$ cat src/rtl/tc7seg_pkg.sv
// Shared constants, state type and sizing helper for the two's-complement
// to 7-segment converter. Segment vectors are active-low, bit i = segment i.
package tc7seg_pkg;

  localparam logic [6:0] SEG_BLANK = 7'b1111111;
  localparam logic [6:0] SEG_MINUS = 7'b0111111;

  localparam logic [6:0] SEG_DIGIT [0:9] = '{
    7'b1000000, 7'b1111001, 7'b0100100, 7'b0110000, 7'b0011001,
    7'b0010010, 7'b0000010, 7'b1111000, 7'b0000000, 7'b0010000
  };

  typedef enum logic [1:0] {IDLE, SHIFT, UPDATE} state_t;

  // Number of decimal digits needed for the largest magnitude, 2^(width-1)
  function automatic int req_digits(input int width);
    longint unsigned v;
    int n;
    v = 64'd1 << (width - 1);
    n = 1;
    while (v >= 64'd10) begin
      v = v / 64'd10;
      n = n + 1;
    end
    return n;
  endfunction

endpackage

$ cat src/rtl/bcd_digit_to_7seg.sv
// Combinational BCD digit to active-low 7-segment decoder with blanking.
module bcd_digit_to_7seg
  import tc7seg_pkg::*;
(
  input  logic [3:0] bcd,
  input  logic       blank,
  output logic [6:0] seg
);

  // Decode one digit; codes 10-15 and a blank request give an unlit display
  always_comb begin
    seg = SEG_BLANK;
    if (!blank) begin
      case (bcd)
        4'd0:    seg = SEG_DIGIT[0];
        4'd1:    seg = SEG_DIGIT[1];
        4'd2:    seg = SEG_DIGIT[2];
        4'd3:    seg = SEG_DIGIT[3];
        4'd4:    seg = SEG_DIGIT[4];
        4'd5:    seg = SEG_DIGIT[5];
        4'd6:    seg = SEG_DIGIT[6];
        4'd7:    seg = SEG_DIGIT[7];
        4'd8:    seg = SEG_DIGIT[8];
        4'd9:    seg = SEG_DIGIT[9];
        default: seg = SEG_BLANK;
      endcase
    end
  end

endmodule

$ cat src/rtl/tc_to_7seg_seq.sv
// Sequential two's-complement to multi-digit 7-segment converter.
// A start in IDLE captures sign and magnitude, WIDTH double-dabble steps
// build the BCD digits, and an UPDATE cycle registers the decoded displays
// while pulsing done. Displays hold the previous result in between.
module tc_to_7seg_seq
  import tc7seg_pkg::*;
#(
  parameter int WIDTH    = 8,
  parameter int DIGITS   = 3,
  parameter bit LZ_BLANK = 1'b1
)(
  input  logic                  clk,
  input  logic                  rst_n,
  input  logic                  start,
  input  logic [WIDTH-1:0]      value,
  output logic                  busy,
  output logic                  done,
  output logic [6:0]            sign_seg,
  output logic [7*DIGITS-1:0]   mag_seg
);

  localparam int BCD_W = 4 * DIGITS;
  localparam int CNT_W = $clog2(WIDTH + 1);

  generate
    if (WIDTH < 2) begin : g_width_too_small
      $error("tc_to_7seg_seq: WIDTH must be at least 2");
    end
    if (DIGITS < req_digits(WIDTH)) begin : g_digits_too_few
      $error("tc_to_7seg_seq: DIGITS too small to show 2^(WIDTH-1)");
    end
  endgenerate

  state_t                  state;
  logic                    sign_p0;
  logic [WIDTH-1:0]        mag_p0;
  logic [BCD_W-1:0]        bcd_p0;
  logic [CNT_W-1:0]        cnt;

  logic [WIDTH-1:0]        abs_value;
  logic [BCD_W-1:0]        bcd_adj;
  logic [DIGITS-1:0]       blank;
  logic [7*DIGITS-1:0]     seg_dec;
  logic [6:0]              sign_dec;

  // Magnitude of the input; the most negative value maps to 2^(WIDTH-1)
  always_comb begin
    abs_value = value;
    if (value[WIDTH-1]) abs_value = ~value + 1'b1;
  end

  // Add-3 correction on every nibble that would overflow when doubled
  always_comb begin
    bcd_adj = bcd_p0;
    for (int d = 0; d < DIGITS; d++) begin
      if (bcd_p0[4*d +: 4] >= 4'd5) bcd_adj[4*d +: 4] = bcd_p0[4*d +: 4] + 4'd3;
    end
  end

  // Leading-zero blanking: blank digits above the top nonzero one, never digit 0
  always_comb begin
    logic nz;
    nz    = 1'b0;
    blank = '0;
    for (int d = DIGITS - 1; d >= 0; d--) begin
      nz       = nz | (bcd_p0[4*d +: 4] != 4'd0);
      blank[d] = LZ_BLANK && (d != 0) && !nz;
    end
  end

  // Minus sign only for a nonzero negative magnitude
  always_comb begin
    sign_dec = SEG_BLANK;
    if (sign_p0 && (bcd_p0 != '0)) sign_dec = SEG_MINUS;
  end

  generate
    for (genvar g = 0; g < DIGITS; g++) begin : g_dig
      bcd_digit_to_7seg u_dec (
        .bcd   (bcd_p0[4*g +: 4]),
        .blank (blank[g]),
        .seg   (seg_dec[7*g +: 7])
      );
    end
  endgenerate

  // Control FSM with double-dabble datapath and registered display outputs
  always_ff @(posedge clk or negedge rst_n) begin
    if (!rst_n) begin
      state    <= IDLE;
      busy     <= 1'b0;
      done     <= 1'b0;
      sign_p0  <= 1'b0;
      mag_p0   <= '0;
      bcd_p0   <= '0;
      cnt      <= '0;
      sign_seg <= SEG_BLANK;
      mag_seg  <= {DIGITS{SEG_BLANK}};
    end else begin
      done <= 1'b0;
      case (state)
        IDLE: begin
          if (start) begin
            sign_p0 <= value[WIDTH-1];
            mag_p0  <= abs_value;
            bcd_p0  <= '0;
            cnt     <= CNT_W'(WIDTH);
            busy    <= 1'b1;
            state   <= SHIFT;
          end
        end
        SHIFT: begin
          bcd_p0 <= {bcd_adj[BCD_W-2:0], mag_p0[WIDTH-1]};
          mag_p0 <= {mag_p0[WIDTH-2:0], 1'b0};
          cnt    <= cnt - 1'b1;
          if (cnt == CNT_W'(1)) state <= UPDATE;
        end
        UPDATE: begin
          sign_seg <= sign_dec;
          mag_seg  <= seg_dec;
          done     <= 1'b1;
          busy     <= 1'b0;
          state    <= IDLE;
        end
        default: state <= IDLE;
      endcase
    end
  end

endmodule

$ cat config.mk
export PLATFORM = sky130hd
export DESIGN_NAME = tc_to_7seg_seq
export DESIGN_NICKNAME = d
export VERILOG_FILES = /design/src/rtl/tc7seg_pkg.sv /design/src/rtl/bcd_digit_to_7seg.sv /design/src/rtl/tc_to_7seg_seq.sv
export SDC_FILE = /design/constraint.sdc
export NUM_CORES = 1
export LEC_CHECK = 0
export ABC_AREA = 1
export BUFFER_PORTS_ARGS = -buffer_cell sky130_fd_sc_hd__buf_2
export CAP_MARGIN = 20
export CORE_MARGIN = 5
export CORE_UTILIZATION = 45
export DETAILED_ROUTE_END_ITERATION = 10
export PLACE_DENSITY = 0.77
export SLEW_MARGIN = 20
export SYNTH_ARGS = -nofsm -noshare
export SYNTH_HDL_FRONTEND = slang
export SYNTH_SLANG_ARGS = --single-unit
$ cat constraint.sdc
create_clock -name clk -period 1.6 [get_ports clk]
set_input_delay 0.4 -clock clk [delete_from_list [all_inputs] [get_ports clk]]
set_output_delay 0.4 -clock clk [all_outputs]
set_load 0.01 [all_outputs]
==> out/results.ini <==
[status]
outcome=complete, but fails checks
violations=negative hold slack

[cts]
htreeDepth=2
clkSinkCount=51
clock_path_buffers=2
clkLatencyLatePin_ps=310
cts.clk_slew.worst_paths_ps=90
clock_tree.root_cell=clkbuf_8
hold_buffers=0
numCtsBuffers=5
cts_tree=yes

[detailed_routing]
drcViolationCount=0
drt_iter0_drc=141
vias_per_cell=5.05
ant_nets=0
wirelength_um=6010
vias=2434
dr.pass1.iters=4
wl_per_cell_um=12.5

[logic_synthesis]
seq_area_frac_synth=0.451
yosys.cell_types.count=31
syn_inst=358
ys_warn_count=0
syn-cell-area_mm2=0.00289
avgSynthCellArea_um2=8.08
ys_ff_latch=51

[timing]
hold_ws_ps=-0.590
setup_tns_ps=0
fin_crit_ps=1480
fmax_ghz=0.675
setup_viol=0
drv_slew=0
rsz0062_at_grt=false
skew_ps=3.84
fin_crit_sh=0.926
hold_violations=1

[grt]
grt_pass1_wl_um=10500
overflow=0
grt_pass1_vias=2346
grt_start_max_net_pins=36
track_usage=0.152
antenna_found_initial=0

[setup_path]
start_kind=flop
worst_r2r_path_depth=8
arrival_ps=1730
path_class=flop to flop
crit_fanout=5
end_kind=flop
required_ps=1850

[finish]
final_nets=433
antenna_cells=0
design_area_mm2=0.00330
layout-drive-gt1-share=0.249
syn_to_final_growth_pct=14.1

[pwr]
ir_drop_uv=991
leakage_nw=1.63
powerDensity_mw_per_mm2=2040

[placement]
portBuffers=34
post_dp_cell_area_mm2=0.00317
place_congestion=0.910
hpwl_um=4430

[flow_run]
maxCapViolCount=0

[floorplanning]
die-area_mm2=0.00813
die_h_um=90.2
num_rows=29
core_area_mm2=0.00631
die_w_um=90.2
ioPinCount=41
initial_core_util=0.458

[hold_path]
hold_path.class=input pin to asynchronous set/reset pin

-- final cells by class --
type | count | area, µm²
multi-input cells | 259 | 1360
inverters | 40 | 150
repair buffers | 47 | 280
well taps | 77 | 96.3
flip-flops and latches | 51 | 1310
fillers | 601 | 3020
clock buffers | 7 | 96.3
clock inverters | 1 | 6.26
-- registers in the layout, indices dropped and copies added (netlist names) --
signal,flops
mag_p0,8
sign_p0,1
busy,1
cnt,4
done,1
state,2
bcd_p0,12
sign_seg,1
mag_seg,21
-- power breakdown --
part	switching [mW]	internal, mW
registers	0.467	2.07
clock network	0.430	0.395
logic	2.02	1.35
-- routing by layer --
metal | routed length [µm] | track usage
met5 | 0 | 0
met4 | 78 | 0.0558
met3 | 324 | 0.0309
met2 | 2770 | 0.247
met1 | 2840 | 0.201
-- cell usage after synthesis --
master    number  area, µm²
nand3_2        1       10.0
o21ai_1       15       75.1
a22oi_1        5       37.5
nand3b_1       1       7.51
nand3_1       21        105
o211ai_1       2       15.0
inv_1         33        124
dfrtp_1       29        726
nor2_4         2       22.5
a21oi_1       24        120
nand4_1        1       6.26
nor2_2         6       37.5
ha_1          18        225
o22ai_1        6       37.5
buf_6          2       22.5
dfstp_2       22        578
o22a_1         1       8.76
buf_2          2       10.0
nor2_1        54        203
inv_2          7       26.3
nand2_1       67        251
a31oi_1        4       25.0
or2_1          1       6.26
conb_1         1       3.75
or2_2          1       6.26
o21ai_4        1       16.3
o221ai_1       1       8.76
xnor2_1        1       8.76
buf_4          9       67.6
nor3_1         1       5.00
o21ai_0       19       95.1
-- critical path, cell delays in order (launching register included) --
cell and delay [ps]:
dfrtp_1 430, inv_1 140, ha_1 250, nand2_1 130
nor2_2 210, nor2_2 90, inv_2 60, nor2_1 30
nor2_1 80
-- logic make-up (layout without fill, tap and decap cells) --
kind of cell / after synthesis / after routing / share of synthesized area
xor+xnor: 1 / 1 / 0.00303
buf+inv: 53 / 95 / 0.0865
compound gates: 78 / 78 / 0.152
flops: 51 / 51 / 0.451
other cells: 1 / 6 / 0.00130
fa+ha+maj: 18 / 18 / 0.0779
simple gates: 156 / 156 / 0.228
-- cells in the final DEF (no fill, tap or decap) --
cell      netlist  final
nand2_1        67     67
nor2_1         54     53
buf_2           2     34
inv_1          33     31
dfrtp_1        29     27
a21oi_1        24     23
dfstp_2        22     22
nand3_1        21     21
o21ai_0        19     18
ha_1           18     18
o21ai_1        15     16
buf_4           9     12
inv_2           7      9
nor2_2          6      7
clkbuf_8        0      7
o22ai_1         6      6
conb_1          1      6
a22oi_1         5      5
a31oi_1         4      4
nor2_4          2      2
o211ai_1        2      2
dfrtp_2         0      2
nand3b_1        1      1
nand3_2         1      1
nand4_1         1      1
o21ai_4         1      1
nor3_1          1      1
o22a_1          1      1
or2_1           1      1
o221ai_1        1      1
a21oi_2         0      1
or2_2           1      1
xnor2_1         1      1
inv_4           0      1
buf_12          0      1
-- worst paths after layout --
path,from,end,slack (ps)
max,bcd_p0[9]$_DFFE_PN0P_,mag_seg[12]$_DFFE_PN1P_,120
min,rst_n,done$_DFF_PN0_,-0.6
max reg2reg,bcd_p0[9]$_DFFE_PN0P_,mag_seg[12]$_DFFE_PN1P_,120
min reg2reg,mag_seg[11]$_DFFE_PN1P_,mag_seg[11]$_DFFE_PN1P_,470
max in group asynchronous,rst_n,mag_seg[14]$_DFFE_PN1P_,1040
min in group clk,value[2],mag_p0[2]$_DFFE_PN0P_,370
-- metrics by stage --
step	hold WS, ps	power [mW]	setup slack (ps)	cells	utilization
after CTS	7.27	6.70	38.2	480	0.519
after global routing	21.0	7.38	7.35	482	0.522
after global placement	340	5.74	125	472	0.502
after detailed placement	338	5.85	59.5	472	0.502
after floorplan	104	4.91	220	363	-
final	-0.590	6.73	119	482	0.522
-- what timing repair did --
action / CTS / global route
resized for setup: 0 / 7
setup endpoints to repair: 0 / 8
setup buffers: 0 / 2
Power figures use the tool's default switching activity.
